## src/rtl/riscv_lsu_pkg.sv

```systemverilog
// Shared definitions for the data-memory access stage: RV32I load/store
// funct3 encodings and the access-FSM state encoding.
package riscv_lsu_pkg;

  // RV32I load/store size and sign encodings (funct3)
  localparam logic [2:0] F3_B  = 3'b000;
  localparam logic [2:0] F3_H  = 3'b001;
  localparam logic [2:0] F3_W  = 3'b010;
  localparam logic [2:0] F3_BU = 3'b100;
  localparam logic [2:0] F3_HU = 3'b101;

  // Access FSM state type and encodings
  typedef logic [1:0] lsu_state_t;

  localparam lsu_state_t ST_IDLE = 2'd0;
  localparam lsu_state_t ST_REQ  = 2'd1;
  localparam lsu_state_t ST_WAIT = 2'd2;
  localparam lsu_state_t ST_DONE = 2'd3;

endpackage

```

## src/rtl/lsu_align.sv

```systemverilog
// Combinational byte-lane logic for the data-memory access stage:
// legality/alignment check, store byte enables and lane replication,
// and load-data extraction with sign/zero extension.
module lsu_align
  import riscv_lsu_pkg::*;
(
  input  logic        mem_read,
  input  logic        mem_write,
  input  logic [2:0]  funct3,
  input  logic [1:0]  addr_lo,
  input  logic [31:0] store_data,
  input  logic [31:0] rdata,
  output logic [3:0]  be,
  output logic [31:0] wdata,
  output logic        access_err,
  output logic [31:0] load_data
);

  logic        legal_f3;
  logic        misaligned;
  logic [3:0]  store_be;
  logic [31:0] rdata_shift;

  // Legality of funct3 for the operation actually performed, plus alignment.
  // A load wins when both mem_read and mem_write are set.
  always_comb begin
    // NOTE: every signal assigned here gets a default first, so no path can
    // leave it unassigned and infer a latch.
    legal_f3   = 1'b0;
    misaligned = 1'b0;
    if (mem_read) begin
      case (funct3)
        F3_B, F3_BU: legal_f3 = 1'b1;
        F3_H, F3_HU: begin
          legal_f3   = 1'b1;
          misaligned = addr_lo[0];
        end
        F3_W: begin
          legal_f3   = 1'b1;
          misaligned = |addr_lo;
        end
        default: legal_f3 = 1'b0;
      endcase
    end else begin
      case (funct3)
        F3_B: legal_f3 = 1'b1;
        F3_H: begin
          legal_f3   = 1'b1;
          misaligned = addr_lo[0];
        end
        F3_W: begin
          legal_f3   = 1'b1;
          misaligned = |addr_lo;
        end
        default: legal_f3 = 1'b0;
      endcase
    end
    access_err = (mem_read | mem_write) & (~legal_f3 | misaligned);
  end

  // Store lane steering: enables shifted to the addressed lane, data
  // replicated across all lanes so the memory picks the enabled one.
  always_comb begin
    store_be = 4'b1111;
    wdata    = store_data;
    case (funct3)
      F3_B: begin
        store_be = 4'b0001 << addr_lo;
        wdata    = {4{store_data[7:0]}};
      end
      F3_H: begin
        store_be = 4'b0011 << addr_lo;
        wdata    = {2{store_data[15:0]}};
      end
      default: begin
        store_be = 4'b1111;
        wdata    = store_data;
      end
    endcase
    be = mem_read ? 4'b1111 : store_be;
  end

  // Load extract: move the addressed lane down to bit 0, then extend.
  always_comb begin
    rdata_shift = rdata >> {addr_lo, 3'b000};
    case (funct3)
      F3_B:    load_data = {{24{rdata_shift[7]}}, rdata_shift[7:0]};
      F3_H:    load_data = {{16{rdata_shift[15]}}, rdata_shift[15:0]};
      F3_BU:   load_data = {24'h0, rdata_shift[7:0]};
      F3_HU:   load_data = {16'h0, rdata_shift[15:0]};
      default: load_data = rdata_shift;
    endcase
  end

endmodule

```

## src/rtl/mem_access_unit.sv

```systemverilog
// Data-memory access stage: runs one req/gnt/rvalid bus transaction per
// load/store, stalls the pipeline while it is in flight, and holds the
// extracted load result for write-back.
module mem_access_unit
  import riscv_lsu_pkg::*;
#(
  parameter int ADDR_W = 32
) (
  input  logic              clk,
  input  logic              rst_n,
  input  logic              mem_read,
  input  logic              mem_write,
  input  logic [2:0]        funct3,
  input  logic [ADDR_W-1:0] addr,
  input  logic [31:0]       store_data,
  output logic [31:0]       mem_data,
  output logic              stall,
  output logic              misalign_err,
  output logic              dmem_req,
  output logic              dmem_we,
  output logic [3:0]        dmem_be,
  output logic [ADDR_W-1:0] dmem_addr,
  output logic [31:0]       dmem_wdata,
  input  logic              dmem_gnt,
  input  logic              dmem_rvalid,
  input  logic [31:0]       dmem_rdata
);

  lsu_state_t        state_q, state_d;
  logic              dmem_req_q, dmem_req_d;
  logic              dmem_we_q, dmem_we_d;
  logic [3:0]        dmem_be_q, dmem_be_d;
  logic [ADDR_W-1:0] dmem_addr_q, dmem_addr_d;
  logic [31:0]       dmem_wdata_q, dmem_wdata_d;
  logic [31:0]       mem_data_q, mem_data_d;

  logic        op_valid;
  logic        access_err;
  logic        start;
  logic [3:0]  be_c;
  logic [31:0] wdata_c;
  logic [31:0] load_data;

  lsu_align u_align (
    .mem_read   (mem_read),
    .mem_write  (mem_write),
    .funct3     (funct3),
    .addr_lo    (addr[1:0]),
    .store_data (store_data),
    .rdata      (dmem_rdata),
    .be         (be_c),
    .wdata      (wdata_c),
    .access_err (access_err),
    .load_data  (load_data)
  );

  assign op_valid = mem_read | mem_write;
  assign start    = (state_q == ST_IDLE) & op_valid & ~access_err;

  // The stall must rise in the accepting IDLE cycle itself, so it is
  // combinational; DONE releases the pipeline.
  assign stall        = start | (state_q == ST_REQ) | (state_q == ST_WAIT);
  assign misalign_err = (state_q == ST_IDLE) & op_valid & access_err;

  assign dmem_req   = dmem_req_q;
  assign dmem_we    = dmem_we_q;
  assign dmem_be    = dmem_be_q;
  assign dmem_addr  = dmem_addr_q;
  assign dmem_wdata = dmem_wdata_q;
  assign mem_data   = mem_data_q;

  // Next-state and next-register values for the access FSM
  always_comb begin
    state_d      = state_q;
    dmem_req_d   = dmem_req_q;
    dmem_we_d    = dmem_we_q;
    dmem_be_d    = dmem_be_q;
    dmem_addr_d  = dmem_addr_q;
    dmem_wdata_d = dmem_wdata_q;
    mem_data_d   = mem_data_q;
    case (state_q)
      ST_IDLE: begin
        // Bus outputs are captured once here and stay frozen through REQ.
        if (start) begin
          state_d      = ST_REQ;
          dmem_req_d   = 1'b1;
          dmem_we_d    = mem_write & ~mem_read;
          dmem_be_d    = be_c;
          dmem_addr_d  = {addr[ADDR_W-1:2], 2'b00};
          dmem_wdata_d = wdata_c;
        end
      end
      ST_REQ: begin
        if (dmem_gnt) begin
          dmem_req_d = 1'b0;
          state_d    = dmem_we_q ? ST_DONE : ST_WAIT;
        end
      end
      ST_WAIT: begin
        if (dmem_rvalid) begin
          mem_data_d = load_data;
          state_d    = ST_DONE;
        end
      end
      ST_DONE: state_d = ST_IDLE;
      default: state_d = ST_IDLE;
    endcase
  end

  // State and bus/result registers
  always_ff @(posedge clk or negedge rst_n) begin
    // NOTE: non-blocking assignments here so every flop samples the values
    // from before the edge, independent of statement order.
    if (!rst_n) begin
      state_q      <= ST_IDLE;
      dmem_req_q   <= 1'b0;
      dmem_we_q    <= 1'b0;
      dmem_be_q    <= 4'b0000;
      dmem_addr_q  <= '0;
      dmem_wdata_q <= 32'h0;
      mem_data_q   <= 32'h0;
    end else begin
      state_q      <= state_d;
      dmem_req_q   <= dmem_req_d;
      dmem_we_q    <= dmem_we_d;
      dmem_be_q    <= dmem_be_d;
      dmem_addr_q  <= dmem_addr_d;
      dmem_wdata_q <= dmem_wdata_d;
      mem_data_q   <= mem_data_d;
    end
  end

endmodule

```

## config.mk

```make
export PLATFORM = sky130hd
export DESIGN_NAME = mem_access_unit
export DESIGN_NICKNAME = d
export VERILOG_FILES = /design/src/rtl/riscv_lsu_pkg.sv /design/src/rtl/lsu_align.sv /design/src/rtl/mem_access_unit.sv
export SDC_FILE = /design/constraint.sdc
export NUM_CORES = 1
export LEC_CHECK = 0
export CAP_MARGIN = 20
export CELL_PAD_IN_SITES_DETAIL_PLACEMENT = 0
export CELL_PAD_IN_SITES_GLOBAL_PLACEMENT = 1
export CORE_UTILIZATION = 33
export DETAILED_ROUTE_END_ITERATION = 16
export PLACE_DENSITY = 0.9
export SYNTH_ARGS = -nofsm -noshare
export SYNTH_HDL_FRONTEND = slang
export SYNTH_SLANG_ARGS = --single-unit
```

## constraint.sdc

```tcl
create_clock -name clk -period 2.4 [get_ports clk]
set_input_delay 0.48 -clock clk [delete_from_list [all_inputs] [get_ports clk]]
set_output_delay 0.48 -clock clk [all_outputs]
set_load 0.02 [all_outputs]
```

# Yosys cells after proc, flatten, opt, wreduce, memory -nomap -nowiden
# Cells that the tools add are included.
# totals
reg_bits	102
input_bits	105
output_inout_bits	104
wordCells	61
# classes
eq_ne	10
n_shift	3
muxes	18
bitwise_logic	12
reduce_logical	11
# op_table
op	n
$pmux 32 s4	1
$pmux 32 s2	1
$shr 32x5->32	1
$pmux 2 s4	1
$pmux 4 s2	1
$mux 1	7
$eq 3x3->1 const B	2
$mux 2	3
$ne 2x2->1 const B	3
$pmux 1 s2	3
$reduce_and 3->1	2
$and 1x1->1	5
$reduce_or 5->1	1
$eq 2x2->1 const B	2
$mux 4	1
$or 1x1->1	4
$reduce_and 2->1	2
$reduce_or 2->1	2
$shl 1x2->4 const A	1
$shl 2x2->4 const A	1
$eq 3x1->1 const B	1
$eq 3x2->1 const B	1
$logic_not 3->1	1
$not 1->1	3
4 further kinds	4

# Logic depth before layout (Yosys ltp)
# logic_depth
word_depth	11
depth_mapped	8
mapped_depth_nobuf	6

# Modules after synthesis
# Synthesis repeated with hierarchy kept, for this count alone.
# unflattened
hier_cells	417
area_unflattened_um2	5320.1
# modules_own_cells
mod	n_inst	cells_each	area_each_um2	seq_area_each_um2
mem_access_unit	1	241	4098.9	2552.4
lsu_align	1	176	1221.2	0.0

# Least setup slack after synthesis
# OpenSTA, ideal clock, no wires.
# synth_timing
kind	input port to output port
startpoint	input addr[1]
endpoint	output stall
arrival_ns	1.792
required_time_ns	1.920
slack_ns	0.128
stages	6
n_path_buf	2
path_cell_list	or4_1 o31a_2 nor2_4 buf_6 buf_6 or3_1
# synth_between
elab_chain_len	9
word_cells_on_any_way	10
cone_classes	mux: 3; bitwise: 6; reduce/logical: 1
# synth_rtl
item	line_no	source
from (decl)	mem_access_unit.sv:14	input logic [ADDR_W-1:0] addr,
$reduce_or 2->1 *	lsu_align.sv:40, lsu_align.sv:53	
$pmux 1 s2, on equally long branches	lsu_align.sv:45, lsu_align.sv:32	
$mux 1 *	lsu_align.sv:31	if (mem_read) begin
$or 1x1->1 *	lsu_align.sv:58	access_err = (mem_read | mem_write) & (~legal_f3 | misaligned);
$and 1x1->1 *	lsu_align.sv:58	
$not 1->1 *	mem_access_unit.sv:58	assign start = (state_q == ST_IDLE) & op_valid & ~access_err;
$and 1x1->1 *	mem_access_unit.sv:58	
$or 1x1->1 * (2 in a row)	mem_access_unit.sv:62	assign stall = start | (state_q == ST_REQ) | (state_q == ST_WAIT);
to (decl)	mem_access_unit.sv:17	output logic stall,
# Mark *: on every way between the ends. The rest lies on a longest branch, timed or not.

# Final worst setup path
# Same ends and word-level chain as after synthesis.

==> qor.csv <==
stage;metric;value;unit
power;pwr dens;1225;mW/mm^2
floorplan;die area;0.01536;sq mm
cells_and_area;post-route insts no fill;806;
cells_and_area;nets@finish;725;
hold_path;worst min path class;in2async;
floorplan;I/O Pins;209;
drt;1st-iter DRT viols;123;
critical_path;CP max stage cell;or4_4;
cells_and_area;Area Growth Syn to Fin;56.91;%
power;Leak Pwr;3.165;nW
synth;Unique masters post-synth;40;
sta;Peak Freq;0.4260;GHz
critical_path;worst path arrival time;1870;ps
drt;via/cell ratio;5.012;
synth;ys flop type;dfrtp_1;
critical_path;WP data required;1920;ps
sta;Final min period;2348;ps
floorplan;Placeable Area;0.01453;sq mm
power;overall power;0.009430;W
synth;Avg Synthesized Cell Area;12.65;sq um
sta;Layout Skew;6.570;ps
global_routing;Total GRT Usage;0.1878;
drt;WL final;14410;um
run_status;status;finished clean;
synth;Gate Count Post-Synth;388;
critical_path;Worst path top cell family by delay;simple AND/OR/NAND/NOR gates;
global_routing;largest net degree at the start of global routing;54;
synth;Post-Syn Area;0.004907;sq mm
drt;drt pass-1 iters;4;
clocking;Worst-path clk slew;70;ps
power;peak supply drop;544.6;uV
critical_path;CP Class;in2out;
sta;Total Neg Setup Slack;0;ps
synth;Ys Warns;0;
critical_path;CP endpoint kind;primary output;
synth;FFs w/ async S/R, synth;1.000;
placed_design;dpl cells;788;
critical_path;crit-path max cell delay;570;ps
sta;Pins Over Slew Limit;0;
critical_path;crit path cell chain;dlygate4sd2_1, or4_4, o31a_2, nor2_4, or3_1, buf_4;
placed_design;routability cong.;0.8570;
clocking;maximum clock insertion buffer count;2;
sta;unrepaired setup endpoints after global routing;false;
sta;Slew headroom;0.4366;
floorplan;DIE HEIGHT;123.9;um
synth;sequential fraction of the synthesis area;0.5201;
floorplan;Std-Cell Rows;44;
clocking;CTS Hold Bufs;0;
clocking;H-tree Lvls;3;
sta;fin crit share;0.9782;
clocking;clk sink count;102;
placed_design;port bufs;206;
synth;Synth Register Bits;102;
drt;WL/cell;17.88;um
sta;endpoints failing setup;0;
critical_path;startpoint types;input port;
critical_path;CP bufs+invs;2;
global_routing;total congestion overflow;0;
cells_and_area;share of cells above drive strength 1;0.2351;
cells_and_area;number of fill cells;1267;
drt;Vias;4040;
global_routing;global-route wire length before repair;21480;um
synth;Post-synth EDFFs;0;
clocking;Skew-Pair Late Insertion Delay;350;ps
global_routing;initial antenna violation count;1;
drt;Final ANT Viol Nets;0;
placed_design;DP HPWL;11000;um
floorplan;starting density of the core;0.3376;
sta;Slew @ Worst Pin;834.5;ps
clocking;CTS tree;yes;
sta;Final Hold Fails;0;
run;max_cap viols;0;
floorplan;Die X;123.9;um
drt;DRC;0;
critical_path;Crit Path Max Fanout;3;
clocking;cts bufs inserted;9;
global_routing;vias in the first global route;4194;
clocking;cell chosen for the clock root;clkbuf_16;
-- power breakdown --
part / internal, W / total (W) / leakage (nW) / switching, W
clock network: 0.000939 / 0.00158 / 0.154 / 0.000646
registers: 0.00260 / 0.00309 / 1.20 / 0.000493
logic: 0.00254 / 0.00475 / 1.81 / 0.00221
total: 0.00608 / 0.00943 / 3.16 / 0.00335
-- path summary, 6_finish.rpt --
check	startpoint	end	slack (ps)	cells after the start
setup / recovery	addr[1]	stall	50	6
hold / removal	rst_n	mem_data[3]	70	1
setup reg to reg	state_q[1]	dmem_wdata[26]	250	8
hold reg to reg	dmem_wdata[5]	dmem_wdata[5]	490	1
max in group asynchronous	rst_n	dmem_wdata[11]	1680	2
min in group clk	dmem_wdata[5]	dmem_wdata[5]	490	1
-- synthesized netlist by cell type, types with 2 or more instances --
| master | count | area [sq um] |
|---|---|---|
| a211oi_1 | 8 | 60.06 |
| a21oi_1 | 19 | 95.09 |
| a22oi_1 | 7 | 52.55 |
| and2_1 | 10 | 62.56 |
| buf_1 | 2 | 7.510 |
| buf_2 | 3 | 15.01 |
| buf_4 | 7 | 52.55 |
| buf_6 | 3 | 33.78 |
| clkbuf_1 | 11 | 41.29 |
| dfrtp_1 | 102 | 2552 |
| ha_1 | 4 | 50.05 |
| inv_1 | 5 | 18.77 |
| mux2_1 | 18 | 202.7 |
| mux2_2 | 80 | 900.9 |
| mux2i_1 | 16 | 160.2 |
| nand2_1 | 3 | 11.26 |
| nor2_1 | 21 | 78.83 |
| nor2b_1 | 10 | 62.56 |
| o211ai_1 | 2 | 15.01 |
| o21a_1 | 8 | 60.06 |
| o21ai_0 | 13 | 65.06 |
| o22a_1 | 17 | 148.9 |
| or3_1 | 2 | 12.51 |
-- layer usage --
metal / vias up / GRT usage / wire length [um]
li1: 1869 / - / -
met1: 1980 / 0.2125 / 5732
met2: 164 / 0.3233 / 7063
met3: 27 / 0.05357 / 1183
met4: 0 / 0.09301 / 433
met5: - / 0 / 0
-- final cells by class --
| type | count | area, sq um | area share |
|---|---|---|---|
| Clock buffer | 10 | 239.0 | 0.03104 |
| Inverter | 6 | 22.52 | 0.002925 |
| Sequential cell | 102 | 2552 | 0.3315 |
| Multi-Input combinational cell | 255 | 2195 | 0.2850 |
| Tap cell | 184 | 230.2 | 0.02990 |
| Antenna cell | 1 | 2.502 | 0.0003250 |
| Clock inverter | 6 | 85.08 | 0.01105 |
| Timing Repair Buffer | 242 | 2374 | 0.3083 |
-- what timing repair did --
item                                    4_1_cts  5_1_grt
gates resized for setup                      16        5
setup buffers                                 1        0
pin swaps                                     1        1
endpoints found under the setup margin       45       45
-- registers in the layout, summed over array words and instances (netlist names) --
signal      count
dmem_wdata     32
mem_data       32
dmem_req        1
dmem_we         1
dmem_addr      30
dmem_be         4
state_q         2
-- cells by family (layout without fill, tap and decap cells) --
family	after synthesis	after routing	share of synthesized area
AND/OR/NAND/NOR	54	54	0.05864
AO/OA/AOI/OAI	80	80	0.1130
multiplexers	115	115	0.2621
adder cells (fa/ha/maj)	4	4	0.01020
flip-flops	102	102	0.5201
buffers and inverters	32	264	0.03518
other	1	3	0.0007642
-- metrics by stage --
stage | hold WS [ps] | util | cell area [sq um] | worst slack, ps
detailed placement | 454.8 | 0.5059 | 7353 | -716.9
global placement | 451.4 | 0.5059 | 7353 | -675.7
finish | 71.63 | 0.5298 | 7700 | 52.38
CTS | 75.99 | 0.5293 | 7692 | -93.64
floorplan | 184.4 | - | 4911 | 128.2
global route | 93.63 | 0.5298 | 7700 | 19.26
-- layout by cell type (no fill, tap or decap), drive strengths merged, types with 2 or more instances in the layout --
| cell type | netlist | final |
|---|---|---|
| clkinvlp | 0 | 2 |
| o211ai | 2 | 2 |
| dlygate4sd2 | 0 | 2 |
| o22a | 17 | 17 |
| bufinv | 0 | 2 |
| dfrtp | 102 | 102 |
| mux2 | 98 | 98 |
| o21a | 8 | 8 |
| conb | 1 | 2 |
| clkinv | 1 | 3 |
| clkdlybuf4s50 | 0 | 199 |
| nor3 | 2 | 2 |
| o21ai | 14 | 14 |
| and2 | 10 | 10 |
| clkbuf | 11 | 11 |
| nor2b | 10 | 10 |
| inv | 5 | 5 |
| nor2 | 22 | 22 |
| ha | 4 | 4 |
| a21oi | 19 | 19 |
| buf | 15 | 39 |
| mux2i | 16 | 16 |
| or3 | 2 | 2 |
| a211oi | 8 | 8 |
| a22oi | 7 | 7 |
| nand2 | 3 | 3 |
No activity file was read; power rests on OpenSTA's default activity.
==> edit 1 (config.mk and constraints unchanged) <==
Take the reset off `dmem_wdata_q` and load it in a clocked block of its own.
--- a/src/rtl/mem_access_unit.sv
+++ b/src/rtl/mem_access_unit.sv
@@ -117,7 +117,6 @@
       dmem_we_q    <= 1'b0;
       dmem_be_q    <= 4'b0000;
       dmem_addr_q  <= '0;
-      dmem_wdata_q <= 32'h0;
       mem_data_q   <= 32'h0;
     end else begin
       state_q      <= state_d;
@@ -125,10 +124,13 @@
       dmem_we_q    <= dmem_we_d;
       dmem_be_q    <= dmem_be_d;
       dmem_addr_q  <= dmem_addr_d;
-      dmem_wdata_q <= dmem_wdata_d;
       mem_data_q   <= mem_data_d;
     end
   end
 
+  always_ff @(posedge clk) begin
+    dmem_wdata_q <= dmem_wdata_d;
+  end
+
 endmodule
 
Function: changed (a bounded check fails within 4 cycles, from zero or initial values and one cycle with rst_n low).
==> edit 1 against the original RTL <==
  * First-iteration DRC count increased by 23%
  * Cell area shrank 4.8%
  * Sequential cell count stayed put
  * Hold slack gained 0.19 ns
  * Routed wire length decreased by 11%
  * Power shrank 17%
  * Maximum frequency decreased by 0.44%
  * Die area is 4.9% lower
  * Synthesized area shrank 4.9%
  * Worst setup slack got worse by 0.010 ns
  * Critical path type unchanged
==> edit 1: results (changes against the original RTL) <==
outcome:
  outcome: "complete, no violations"  # unchanged
synthesis:
  synth.distinct_cells: 47  # was 40
  synthArstFlopShare_pct: 68.63  # was 100.0%
  synth_ff_type: "dfrtp_1"  # unchanged
  yosysSeqAreaShare_pct: 58.15  # was 52.01%
  synth_warnings: 0  # unchanged
  synthTopCellsByArea: "dfrtp_1, edfxtp_1, mux2_2, mux2i_1, a21oi_1"  # was dfrtp_1, mux2_2, mux2_1, mux2i_1, o22a_1
  syn_area_per_cell_um2: 12.68  # was 12.65 um^2
  synth_edf_count: 32  # was 0
  synth_top_cells_by_count: "dfrtp_1, mux2_2, nor2_1"  # unchanged
  netlist.area_leader.share_pct: 37.55  # was 52.01%
clock_tree:
  clockRootBuffer: "clkbuf_16"  # unchanged
  htree_levels: 3  # unchanged
  cts.reportedPaths.clkPinSlew_ns: 0.06
  numCtsBuffers: 9  # unchanged
  cts_buffer_depth: 2  # unchanged
  clock_latency_ns: 0.35  # about the same
placed_design:
  dp_cells: 757  # was 788
  post-dp-hpwl_um: 9535  # was 11000 um
  post-place-ws_ns: -0.5952  # was -0.7169 ns
  port_buffers: 206  # unchanged
  gp_congestion: 0.8451  # was 0.8570
  place_area_um2: 7043  # was 7353 um^2
global_route:
  grt_pass1_wl_um: 19920  # was 21480 um
  grt_max_degree: 71  # was 54
  grt_usage_pct: 17.89  # was 18.78%
  grt_pass1_vias: 3928  # was 4194
  antenna_found_initial: 0  # was 1
floorplan:
  start_util_pct: 33.73  # was 33.76%
power_and_ir_drop:
  p_per_area_nw_per_um2: 1068  # was 1225 nW/um^2
  p_leak_nw: 2.882  # was 3.165 nW
  vdd_drop_max_uv: 761.8  # was 544.6 uV
critical_path:
  cp.arrival_ns: 1.88
  path_max_fanout: 3  # unchanged
detailed_routing:
  drtPass1Iterations: 5  # was 4
  drt_iter0_markers: 151  # was 123
  num_vias: 3768  # was 4040
  routed_wl_um: 12770  # was 14410 um
cells_and_area:
  final_nets: 698  # was 725
  fillers: 1201  # was 1267
  diodes: 0  # was 1
  instances_no_fill: 774  # was 806
  drive_gt1_share_pct: 18.18  # was 23.51%
timing:
  setup-violations-final: 0  # unchanged
  slew_headroom_pct: 41.30  # was 43.66%
  whs_ns: 0.2600  # was 0.07163 ns
  clock_skew_ns: 0.006781  # was 0.006570 ns
worst_hold_path:
  hold_path.class: "input port to async pin"  # unchanged
==> edit 1: cell types whose count changed after synthesis, sizes merged, moves of 8 or more <==
cell	change
mux2	-44
dfrtp	-32
edfxtp	+32
nor2	+17
a21oi	+15
nand2	+13
o21ai	-11
and2	-8
mux2i	+8
==> edit 1: worst max-delay path, stage by stage <==
cell and delay [ns]:
clkdlybuf4s50_1 0.48, nor2b_2 0.16, o31a_1 0.23, nor2_4 0.05
or3_1 0.31, buf_4 0.17
==> edit 1: repair_timing <==
item | CTS | global route
buffers inserted | 1 | 0
hold buffers | 0 | 0
hold endpoints to repair | 0 | 0
pin swaps | 1 | 0
endpoints found under the setup margin | 32 | 2
resized for setup | 12 | 2
==> edit 1: per-stage QoR <==
stage	TNS [ns]	total power (W)
4_1_cts	0	0.007921
3_5_place_dp	-27.49	0.006490
5_1_grt	0	0.008277
2_1_floorplan	0	0.004620
6_report	0	0.007828
3_3_place_gp	-25.73	0.006395
==> edit 1: worst paths after layout <==
kind                                    start             to  slack (ns)  depth (start not counted)
worst max-delay path                 mem_read          stall        0.04                          6
worst min-delay path                    rst_n   dmem_addr[8]        0.26                          1
worst max register to register     state_q[1]   dmem_addr[4]        0.38                          7
worst min register to register  dmem_addr[30]  dmem_addr[30]        0.50                          1
max in group asynchronous               rst_n  dmem_addr[30]        1.58                          1
min in group clk                dmem_addr[30]  dmem_addr[30]        0.50                          1
==> edit 1: power breakdown <==
part / internal, W / switching [W]
sequential: 0.00246 / 0.000349
clock: 0.000759 / 0.000639
combinational: 0.00188 / 0.00174
==> edit 1: metal layers <==
layer / global-route usage, % / routed length [um]
met1: 20.85 / 5162
met2: 30.39 / 6325
met3: 6.109 / 1024
met4: 6.481 / 261
met5: 0 / 0
==> edit 1: final cells by class <==
class / count / area share, %
Clock buffer: 10 / 3.414
Timing Repair Buffer: 232 / 30.88
Inverter: 4 / 0.2048
Clock inverter: 6 / 0.4608
Multi-Input combinational cell: 240 / 24.97
Tap cell: 180 / 3.072
Sequential cell: 102 / 37.00
==> edit 1: kinds of logic (layout without fill, tap and decap cells) <==
kind of cell / count (synthesis) / after routing / synth area share, %
AO/OA/AOI/OAI: 77 / 77 / 11.24
adder cells (fa/ha/maj): 4 / 4 / 1.073
buffers and inverters: 27 / 252 / 2.897
flip-flops: 102 / 102 / 58.15
multiplexers: 79 / 79 / 18.67
other: 1 / 2 / 0.08039
AND/OR/NAND/NOR: 78 / 78 / 7.887
==> edit 2 (config.mk and constraints unchanged) <==
Made on the original files. Change the parameter `ADDR_W` from 32 to 16.
--- a/src/rtl/mem_access_unit.sv
+++ b/src/rtl/mem_access_unit.sv
@@ -4,7 +4,7 @@
 module mem_access_unit
   import riscv_lsu_pkg::*;
 #(
-  parameter int ADDR_W = 32
+  parameter int ADDR_W = 16
 ) (
   input  logic              clk,
   input  logic              rst_n,
Interface: changed (resized addr and dmem_addr); port bits go from 209 to 177. The function was not compared with the original's and may differ.
==> edit 2 against the original RTL <==
  * Sequential cell count shrank 16
  * Clock skew grew 0.0028 ns
  * Worst setup slack gained 0.065 ns
  * Synthesized area shrank 12%
  * Critical path depth shrank 1
  * Power shrank 15%
  * Sequential power shrank 16%
  * Maximum frequency grew 2.9%
  * Routed wire length shrank 13%
  * First-iteration DRC count grew 24%
  * Cell area shrank 14%
  * Highest routed layer unchanged
==> edit 2: results (changes against the original RTL) <==
timing:
  whs_ns: 0.04773  # was 0.07163 ns
  clock_skew_ns: 0.009379  # was 0.006570 ns
  slew_headroom_pct: 44.87  # was 43.66%
detailed_routing:
  wl_per_cell_um: 17.48  # was 17.88 um
  wirelength_met1_um: 5030  # was 5732 um
  wl_met3_um: 1309  # was 1183 um
  drt_iter0_markers: 153  # was 123
  met2_length_um: 5936  # was 7063 um
global_route:
  grt_pass1_vias: 3773  # was 4194
  grt_max_degree: 52  # was 54
synthesis:
  yosysSeqAreaShare_pct: 49.81  # was 52.01%
  syn_area_per_cell_um2: 12.20  # was 12.65 um^2
  synthTopCellsByArea: "dfrtp_1, mux2_2, mux2i_1, o22a_1, a21oi_1"  # was dfrtp_1, mux2_2, mux2_1, mux2i_1, o22a_1
clock_tree:
  cts_resized: 12  # was 16
  cts.sinks: 86  # was 102
critical_path:
  critical_path.top_delay_family: "buffers and inverters"  # was simple AND/OR/NAND/NOR gates
  r2r_slack_ns: 0.45  # was 0.25 ns
  crit_slowest_cell: "clkdlybuf4s50_1"  # was or4_4
  cpPeakStageDelay_ns: 0.44  # was 0.57 ns
  reg2reg_depth: 6  # was 8
  worstReg2RegEnd: "dmem_wdata[7]"  # was dmem_wdata[26]
  cp.arrival_ns: 1.80  # was 1.87 ns
cells_and_area:
  area_share_nonclk_buffers_pct: 29.35  # was 30.83%
  final_nets: 633  # was 725
  fillers: 1136  # was 1267
  drive_gt1_share_pct: 24.77  # was 23.51%
  n_all_buffers: 198  # was 242
  multiInputGateArea_um2: 2029  # was 2195 um^2
placed_design:
  gp_congestion: 0.8064  # was 0.8570
  post-place-ws_ns: -0.5196  # was -0.7169 ns
  dp_cells: 701  # was 788
outcome:
  outcome: "complete, no violations"  # unchanged
==> edit 2: changes by cell type after synthesis <==
| cell | change |
|---|---|
| mux2_1 | -17 |
| buf_2 | +1 |
| buf_6 | +2 |
| dfrtp_1 | -16 |
| buf_4 | -4 |
| mux2_2 | +1 |
| clkbuf_1 | -1 |
==> edit 2: cells by family after synthesis <==
group	after synthesis	share of synthesized area, %
muxes	99	25.60
and+or+nand+nor	54	6.661
DFF	86	49.81
AOI/OAI and AO/OA	80	12.83
adders and majority gates	4	1.158
buffers and inverters	30	3.852
other	1	0.08680
==> edit 2: through the flow <==
stage | TNS, ns | area (um^2)
6_report | 0 | 6654
5_1_grt | 0 | 6654
4_1_cts | -0.04291 | 6619
3_5_place_dp | -29.73 | 6342
3_3_place_gp | -27.41 | 6342
2_1_floorplan | 0 | 4324
==> edit 2: where the power goes <==
group	total [W]	switching, W	internal, W
sequential	0.00260	0.000403	0.00219
combinational	0.00411	0.00191	0.00220
clock	0.00133	0.000617	0.000718
total	0.00804	0.00293	0.00511
